===== src/rtl/fetch_stage_control.sv =====
// fetch_stage_control
//   Stage-1 controller of the pipelined processor. Owns the PC and the IR1 pipeline
//   register, and feeds IR2 through IR2Load. Handles downstream stalls, taken-branch
//   redirect/flush and the STOP instruction. Only valid words or NOP bubbles
//   (opcode 4'b1111) reach the downstream stages.
//
// Ports
//   clock          in   rising-edge clock
//   reset          in   asynchronous, active-low reset
//   imem_data      in   instruction at address pc_out (combinational memory read)
//   stall_req      in   downstream hazard: hold PC and IR1 this cycle
//   branch_taken   in   redirect request from a later stage
//   branch_target  in   redirect address, valid while branch_taken=1
//   pc_out         out  current fetch address
//   ir1_out        out  IR1 contents presented to the IR2 register
//   IR2Load        out  load enable for IR2; 0 while stalled or in reset
//   halted         out  1 while in the HALT state
//   fetch_count    out  number of non-bubble words written into IR1 (saturating)
module fetch_stage_control #(
    parameter int unsigned PC_W    = 8,
    parameter int unsigned INSTR_W = 8,
    parameter int unsigned CNT_W   = 16
) (
    input  logic               clock,
    input  logic               reset,
    input  logic [INSTR_W-1:0] imem_data,
    input  logic               stall_req,
    input  logic               branch_taken,
    input  logic [PC_W-1:0]    branch_target,
    output logic [PC_W-1:0]    pc_out,
    output logic [INSTR_W-1:0] ir1_out,
    output logic               IR2Load,
    output logic               halted,
    output logic [CNT_W-1:0]   fetch_count
);

    localparam logic [3:0]         OpNop  = 4'b1111;
    localparam logic [3:0]         OpStop = 4'b0001;
    localparam logic [INSTR_W-1:0] Nop    = {{(INSTR_W-4){1'b0}}, OpNop};

    typedef enum logic [0:0] {StRun, StHalt} state_e;

    state_e             state_q, state_d;
    logic [PC_W-1:0]    pc_q, pc_d;
    logic [INSTR_W-1:0] ir1_q, ir1_d;
    logic [CNT_W-1:0]   cnt_q, cnt_d;

    always_ff @(posedge clock or negedge reset) begin
        if (!reset) begin
            state_q <= StRun;
            pc_q    <= '0;
            ir1_q   <= Nop;
            cnt_q   <= '0;
        end else begin
            state_q <= state_d;
            pc_q    <= pc_d;
            ir1_q   <= ir1_d;
            cnt_q   <= cnt_d;
        end
    end

    always_comb begin
        state_d = state_q;
        pc_d    = pc_q;
        ir1_d   = ir1_q;
        cnt_d   = cnt_q;
        if (branch_taken) begin
            // Redirect wins over stall and HALT: a STOP fetched down the wrong path is squashed.
            pc_d    = branch_target;
            ir1_d   = Nop;
            state_d = StRun;
        end else if (stall_req) begin
            // Hold everything; a STOP presented now is refetched after the stall.
        end else if (state_q == StRun) begin
            pc_d  = pc_q + 1'b1;
            ir1_d = imem_data;
            cnt_d = (cnt_q == {CNT_W{1'b1}}) ? cnt_q : cnt_q + 1'b1;
            if (imem_data[3:0] == OpStop) begin
                state_d = StHalt;
            end
        end else begin
            ir1_d = Nop;
        end
    end

    // Combinational; forced low while reset is asserted so IR2 sees no load during reset.
    assign IR2Load     = reset & (branch_taken | ~stall_req);
    assign pc_out      = pc_q;
    assign ir1_out     = ir1_q;
    assign halted      = (state_q == StHalt);
    assign fetch_count = cnt_q;

endmodule


===== config.mk =====
export PLATFORM = sky130hd
export DESIGN_NAME = fetch_stage_control
export DESIGN_NICKNAME = d
export VERILOG_FILES = /design/src/rtl/fetch_stage_control.sv
export SDC_FILE = /design/constraint.sdc
export NUM_CORES = 1
export LEC_CHECK = 0
export CORE_UTILIZATION = 45
export DETAILED_ROUTE_END_ITERATION = 10
export GPL_ROUTABILITY_DRIVEN = 0
export GPL_TIMING_DRIVEN = 0
export HOLD_SLACK_MARGIN = 0.05
export PLACE_DENSITY = 0.79
export SYNTH_ARGS = -nofsm -noshare
export SYNTH_HDL_FRONTEND = slang
export SYNTH_SLANG_ARGS = --single-unit
export TNS_END_PERCENT = 1

===== constraint.sdc =====
create_clock -name clock -period 2.15 [get_ports clock]
set_input_delay 0.3225 -clock clock [delete_from_list [all_inputs] [get_ports clock]]
set_output_delay 0.3225 -clock clock [all_outputs]
set_load 0.01 [all_outputs]

* Yosys cells after proc, flatten, opt, wreduce, memory -nomap -nowiden
Index checks and enable logic that the tools add are counted.
Operators by class: add/sub/neg operators 2, eq/ne operators 4, muxes and demuxes 10, bitwise operators 6, reductions and logical operators 2
Operator list (count):
- 8-bit two-way mux | 6
- 16-bit by 1-bit adder with 16-bit output, second input constant | 1
- 16-bit == test, second input constant | 1
- 8-bit by 1-bit adder with 8-bit output, second input constant | 1
- 4-bit by 1-bit == test with 1-bit output, second input constant | 1
- 1-bit two-way mux | 4
- 1-bit inverter | 4
- 4-bit AND reduction | 1
- 2-bit by 1-bit != test with 1-bit output, second input constant | 1
- 2-bit != test, second input constant | 1
- 2-bit AND reduction | 1
- 1-bit bitwise AND | 1
- 1-bit bitwise OR | 1
Storage, ports and cells: register bits after elaboration 33, bits of input ports 20, output and inout port bits 34, logic and storage cells 28

* Logic depth before layout (Yosys ltp)
Gate-level depths: netlist of run 1.
depth in word-level cells 5, depth in mapped cells 5, depth with buffers taken out 5

* Worst setup path after synthesis of run 1
Ideal clock, no wire load.
path type reg-to-reg, from register cnt_q[0] (netlist: fetch_count[0]), to register cnt_q[1] (netlist: fetch_count[1]), data arrival time 1.635 ns, slack 0.390 ns, cell stages (with the launch flop) 6, path buffers 0, cell sequence dfrtp_1 -> ha_1 -> nand3_1 -> nor4_2 -> nor2_1 -> mux2_2
On the way: longest elaborated chain between the ends 3
RTL lines:
- start: declaration | RTL line 46 | logic [CNT_W-1:0] cnt_q, cnt_d;
- start signal: assignment | RTL line 58 | cnt_q <= cnt_d;
- parallel branches: the longest is 3 deep, another holds 16-bit by 1-bit adder with 16-bit output
Parallel ways; which one is timed is not known. A chain may end at the register's enable or synchronous reset.

* Worst setup path in the final report of run 1
Same ends and word-level chain as after synthesis.

==> results of run 1 <==
-- flip-flops by register name (all words and copies together) (netlist names) --
| name | cells |
|---|---|
| fetch_count | 16 |
| halted | 1 |
| ir1_out | 8 |
| pc_out | 8 |
-- power by group through the flow --
stage / sequential [mW] / clock [mW] / combinational, mW
5_1_grt: 0.813 / 0.389 / 0.463
3_3_place_gp: 0.807 / 0 / 0.413
2_1_floorplan: 0.831 / 0 / 0.152
6_report: 0.800 / 0.348 / 0.427
4_1_cts: 0.801 / 0.361 / 0.431
3_5_place_dp: 0.812 / 0 / 0.423
-- routing by layer --
layer	track usage [%]	vias up	part of all wire (%)
li1	-	698	-
met1	22.6	691	42
met2	36.9	46	51
met3	6.83	6	5.5
met4	6.03	0	1.1
met5	0	-	0
-- cell families after synthesis --
logic type      count (synthesis)
fa+ha+maj                       2
buf+inv                         7
mux                             3
compound gates                 24
simple gates                   74
flops                          33
xor+xnor                       18
-- cell type report --
cell class | instances | share of cell area [%]
sequential | 33 | 36.3
tap | 46 | 2.51
clock inverter | 3 | 0.983
clock buffer | 5 | 1.64
buffer | 5 | 1.15
timing repair buffer | 54 | 24.0
inverter | 2 | 0.328
multi-input combinational | 121 | 33.1
-- per-stage QoR --
step	instance area (um^2)	cells	util [%]	setup WS, ps	power [mW]
after global placement	2200	259	64.9	-830	1.22
after floorplan	1620	161	-	390	0.983
final	2290	269	67.6	168	1.57
after detailed placement	2200	259	64.8	-95.1	1.23
after CTS	2290	269	67.4	11.3	1.59
after global routing	2290	269	67.6	16.6	1.67
-- worst reg2reg max path: stages, from the launching register on --
cell and delay, ps:
dfrtp_1 420, ha_1 230, nand3_1 180, nor4_2 560
nor2_1 180, mux2_2 310
-- repair_timing --
action | 4_1_cts | 5_1_grt
endpoints found under the setup margin | 0 | 1
hold buffers | 2 | 0
endpoints found under the hold margin | 29 | 0
resized for setup | 0 | 2
-- how the worst max path moves through the flow --
| stage | startpoint | slack [ps] | end | depth (start not counted) |
|---|---|---|---|---|
| finish | fetch_count[0] | 170 | fetch_count[1] | 5 |
| global route | fetch_count[1] | 20 | fetch_count[1] | 5 |
| CTS | reset | 10 | IR2Load | 4 |
| detailed placement | branch_taken | -100 | fetch_count[11] | 5 |
| global placement | reset | -830 | IR2Load | 3 |
| floorplan | fetch_count[0] | 390 | fetch_count[1] | 5 |
-- synthesized netlist by cell type (all sizes together) --
cell     n
a21boi   2
a21oi    5
a22oi    1
a31oi    4
and3     6
and4     1
and4b    1
buf      1
clkbuf   4
dfrtp   29
dfstp    4
ha       2
inv      2
mux2     2
mux2i    1
nand2   16
nand3    7
nand4    7
nor2    17
nor3    11
nor3b    4
nor4     1
nor4b    1
nor4bb   1
o21ai   12
or3      1
xnor2    4
xor2    14
==> impl_results.md, run 1 <==
* Status: completed
* Crit-path max FO at 5
* Avg Inst Size Synth at 10.1 um^2
* Top cell type's share of synthesized area at 44.7%
* Slowest-stage cell, CP: nor4_2
* Rows at 21
* Synth Area in XOR/XNOR at 9.71%
* Crit path max-delay family: simple AND/OR/NAND/NOR gates
* YS warnings at 0
* Hold endpoint: ir1_out[4]
* Inserted Diodes at 0
* CP Launch Type: flip-flop
* Initial antenna violation count at 0
* Simple-Gate Fraction of Synth Area at 25.1%
* Power share of the combinational group at 27.1%
* Mux contribution to synthesized area at 2.24%
* Hold Path Stages at 4
* Syn Nets at 183
* Area grow syn2layout at 41.2%
* Hpwl dp at 2.70 mm
* Final min period at 1980 ps
* Fin crit share at 92.2%
* # Post-CTS Setup Buffers at 0
* Final hold viol count at 0
* Largest family of logic cells by synthesized area: simple AND/OR/NAND/NOR gates
* CTS Buf Count at 5
* Worst Max-Slew Pin Slew at 539 ps
* Worst path bufs/invs at 0
* Vias per inst at 5.36
* Distinct cells, synth at 30
* GRT overflow at 0
* Synth Register Bits at 33
* Final wirelength at 3.57 mm
* Leakage power figure at 0.980 nW
* CP required at 2390 ps
* Sequential share of power at 50.8%
* HP Class: input port to flip-flop
* Internal Power at 1.08 mW
* Crit Path Class: flip-flop to flip-flop
* Worst Reg-to-Reg Cells at 5
* First-pass GRT wire length at 5.66 mm
* Max Root-Sink Buffers at 2
* Initial Utilization at 47.9%
* Chip height at 62.1 um
* Setup violations, final at 0
* Achievable Freq at 504 MHz
* Vias in the first global route at 1374
* Commonest non-fill, non-tap cells in the layout: clkdlybuf4s50_1 (50), dfrtp_1 (29), nor2_1 (17)
* Cells after Synth at 161
* Area of the core at 3390 um^2
* Compound-Gate Fraction of Synth Area at 8.17%
* Clock latency on the worst-skew pair at 340 ps
* Endpoint class of the critical path: flip-flop
* Final hold slack at 312 ps
* Clock network power share at 22.1%
* Worst r2r dst: fetch_count[1]
* GRT Total Usage at 20.4%
* Max cap viols at 0
* Sink Count at 33
* Area of the multi-input gates at 758 um^2
* Top Ports at 54
* Average routed wire per standard cell at 13.3 um
* Layout cell share with drive strength beyond 1 at 9.42%
* CTS tree: done
* Peak VDD IR at 0.337 mV
* Final Skew at 10.7 ps
* Root buf cell: clkbuf_4
* Most area-hungry cell type in the Yosys netlist: dfrtp_1
* Initial drt markers at 19
* Slew Viols, Final at 0
* Worst path cell trace: ha_1, nand3_1, nor4_2, nor2_1, mux2_2
* Reg-to-reg startpoint: fetch_count[0]
* Power per cell area at 687 nW/um^2
* Relative slew slack at 63.6%
* Die ar. at 3850 um^2
* Residual DRC count at 0
* Area share of fa/ha/maj cells after synthesis at 1.54%
* Worst R2R Setup Slack at 170 ps
* Nets at 244
* Commonest non-fill, non-tap cell in the layout: clkdlybuf4s50_1
* RSZ-0062 raised after global routing: no
* Register area share after synthesis at 51.2%
* CTS clk-pin slew, worst paths at 110 ps
* TNS Setup at 0 ps
* Antenna viol nets, final at 0
* Largest net degree at the start of global routing at 30
* Sw frac at 31.6%
* Vias at 1441
* Crit path DAT at 2220 ps
* DIE WIDTH at 62.1 um
* First-pass DRT Iterations at 4
* Hold path startpoint: stall_req
* Synth top area cells: dfrtp_1 (45%), xor2_1 (7.6%), dfstp_2 (6.5%)
* Register area at 831 um^2
* I/O Buffers at 52
* Max H-tree Level at 2
* Fillers at 267
* Sw Pwr at 0.497 mW
* Slowest stage delay, CP at 560 ps
* Area of the mapped netlist at 1620 um^2
Note: power is estimated with default switching activity, not from simulation.
==> run 2: changes to the inputs <==
--- a/config.mk
+++ b/config.mk
@@ -11,6 +11,7 @@
 export GPL_TIMING_DRIVEN = 0
 export HOLD_SLACK_MARGIN = 0.05
 export PLACE_DENSITY = 0.79
+export SLEW_MARGIN = 20
 export SYNTH_ARGS = -nofsm -noshare
 export SYNTH_HDL_FRONTEND = slang
 export SYNTH_SLANG_ARGS = --single-unit
==> results of run 2 <==
Final layout, timing and power as in run 1 (identical DEF).
==> run 3: changes to the inputs <==
--- a/config.mk
+++ b/config.mk
@@ -5,12 +5,13 @@
 export SDC_FILE = /design/constraint.sdc
 export NUM_CORES = 1
 export LEC_CHECK = 0
-export CORE_UTILIZATION = 45
+export CORE_UTILIZATION = 51
+export CTS_BUF_LIST = sky130_fd_sc_hd__clkbuf_4
 export DETAILED_ROUTE_END_ITERATION = 10
 export GPL_ROUTABILITY_DRIVEN = 0
 export GPL_TIMING_DRIVEN = 0
 export HOLD_SLACK_MARGIN = 0.05
-export PLACE_DENSITY = 0.79
+export PLACE_DENSITY = 0.88
 export SLEW_MARGIN = 20
 export SYNTH_ARGS = -nofsm -noshare
 export SYNTH_HDL_FRONTEND = slang
==> constraint.sdc (replaced) <==
create_clock -name clock -period 2.3 [get_ports clock]
set_input_delay 0.345 -clock clock [delete_from_list [all_inputs] [get_ports clock]]
set_output_delay 0.345 -clock clock [all_outputs]
set_load 0.01 [all_outputs]
==> run 3 against run 2 <==
Net effect:
- utilization rose by 6.7 points
- sequential power decreased by 6.4%
- flip-flop and latch count is the same
- sequential share of layout area is 0.67 points higher
- largest power group unchanged
==> impl_results.md, run 3 (synthesis results as in run 1) <==
* Clock latency on the worst-skew pair at 330 ps (about the same)
* Max FFs per register at 16 (unchanged)
* First-pass GRT wire length at 6.09 mm (+7.7%)
* Slew Viols, Final at 0 (unchanged)
* Top Ports at 54 (unchanged)
* Max H-tree Level at 2 (unchanged)
* First-pass DRT Iterations at 4 (unchanged)
* Final wirelength at 3.72 mm (+4.1%)
* Crit Path Class: input port to output port
* RSZ-0062 raised after global routing: no
* GRT overflow at 0 (unchanged)
* CTS Hold Buffers Added at 0 (-2)
* Final core utilization at 74.3% (+6.7 points)
* I/O Buffers at 52 (unchanged)
* Largest net degree at the start of global routing at 35 (+17%)
* DIE WIDTH at 58.4 um (-5.9%)
* Peak VDD IR at 0.455 mV (+35%)
* Area of the core at 3030 um^2 (-11%)
* Inserted Diodes at 0 (unchanged)
* Rows at 20 (-4.8%)
* Commonest non-fill, non-tap cell in the layout: clkdlybuf4s50_1
* Crit path DAT at 1800 ps (-420 ps)
* Vias in the first global route at 1414 (+2.9%)
* Chip height at 58.4 um (-5.9%)
* CTS Buf Count at 5 (unchanged)
* CTS clk-pin slew, worst paths at 100 ps (about the same)
* CP Launch Type: input port
* Achievable Freq at 465 MHz
* Residual DRC count at 0 (unchanged)
* Status: completed
* Power per cell area at 652 nW/um^2 (-5.2%)
* Max cap viols at 0 (unchanged)
* Crit path top cell by count: clkdlybuf4s50_1
* Nets at 242 (-0.82%)
* Worst path bufs/invs at 3 (+3)
* Slowest stage delay, CP at 580 ps (+20 ps)
* Relative slew slack at 51.7% (-12 points)
* # Post-CTS Setup Buffers at 0 (unchanged)
* Initial Utilization at 53.6% (+5.7 points)
* Vias at 1446 (+0.35%)
* Post-CTS Resized at 0 (unchanged)
* Average routed wire per standard cell at 14.0 um (+5.7%)
* HP Class: input port to asynchronous set/reset pin
* Fin crit share at 93.5%
* Final hold viol count at 0 (unchanged)
* Vias per inst at 5.46 (+1.9%)
* Area grow syn2layout at 38.6%
* Initial antenna violation count at 0 (unchanged)
* GRT Total Usage at 24.1% (+3.6 points)
* Die ar. at 3410 um^2 (-11%)
* Max Root-Sink Buffers at 2 (unchanged)
* Worst path cell trace: clkdlybuf4s50_1, inv_1, a21boi_0, clkdlybuf4s50_1
* Final Skew at 9.96 ps (-0.772 ps)
* Antenna viol nets, final at 0 (unchanged)
* Endpoint class of the critical path: output port
* CP required at 1960 ps (-430 ps)
* Crit path max-delay family: buffers and inverters
* Sink Count at 33 (unchanged)
* CTS tree: done
* Worst Max-Slew Pin Slew at 724 ps (+185 ps)
* Leakage power figure at 0.965 nW (-1.6%)
* Post-route design area at 2250 um^2 (-1.8%)
* Area after DPL at 2190 um^2 (-0.11%)
* Crit-path max FO at 6 (+1)
* Initial drt markers at 56 (+37)
* Layout cell share with drive strength beyond 1 at 8.60% (-0.82 points)
* TNS Setup at 0 ps (unchanged)
* Setup violations, final at 0 (unchanged)
* Final min period at 2150 ps
* Slowest-stage cell, CP: clkdlybuf4s50_1
* Commonest non-fill, non-tap cells in the layout: clkdlybuf4s50_1 (51), dfrtp_1 (29), nor2_1 (17)
* Hpwl dp at 2.77 mm (+2.4%)
* Root buf cell: clkbuf_4
## run 3: area by class of cell
class	count	area [um^2]
Buffer	5	26.3
Tap cell	44	55.1
Timing Repair Buffer	52	515
Fill cell	221	778
Multi-Input combinational cell	121	758
Clock buffer	7	52.6
Sequential cell	33	831
Clock inverter	1	3.75
Inverter	2	7.51
## run 3: stage by stage
stage / instances / worst slack (ps) / power, mW / hold slack, ps
final: 265 / 150 / 1.47 / 54.7
after floorplan: 161 / 540 / 0.918 / 49.4
after CTS: 265 / 162 / 1.48 / 69.9
after global routing: 265 / 27.1 / 1.56 / 81.0
after global placement: 257 / -723 / 1.14 / 503
after detailed placement: 257 / -5.50 / 1.15 / 449
## run 3: path summary, 6_finish.rpt
| path | slack [ps] | start | end | depth (start not counted) |
|---|---|---|---|---|
| min reg2reg | 530 | fetch_count[8] | fetch_count[8] | 1 |
| min in group clock | 360 | stall_req | ir1_out[4] | 4 |
| max | 150 | branch_taken | IR2Load | 4 |
| max in group asynchronous | 1770 | reset | fetch_count[13] | 1 |
| min | 50 | reset | fetch_count[7] | 1 |
| max reg2reg | 400 | fetch_count[0] | fetch_count[1] | 5 |
## run 3: power breakdown
part | switching [mW] | internal, mW
Combinational | 0.165 | 0.229
Clock | 0.183 | 0.141
Sequential | 0.0941 | 0.655
## run 3: per-layer routing
metal	up-vias	track usage (%)	wire, um
li1	687	-	-
met1	702	27.5	1540
met2	51	42.0	1880
met3	6	8.35	247
met4	0	8.16	47
met5	-	0	0
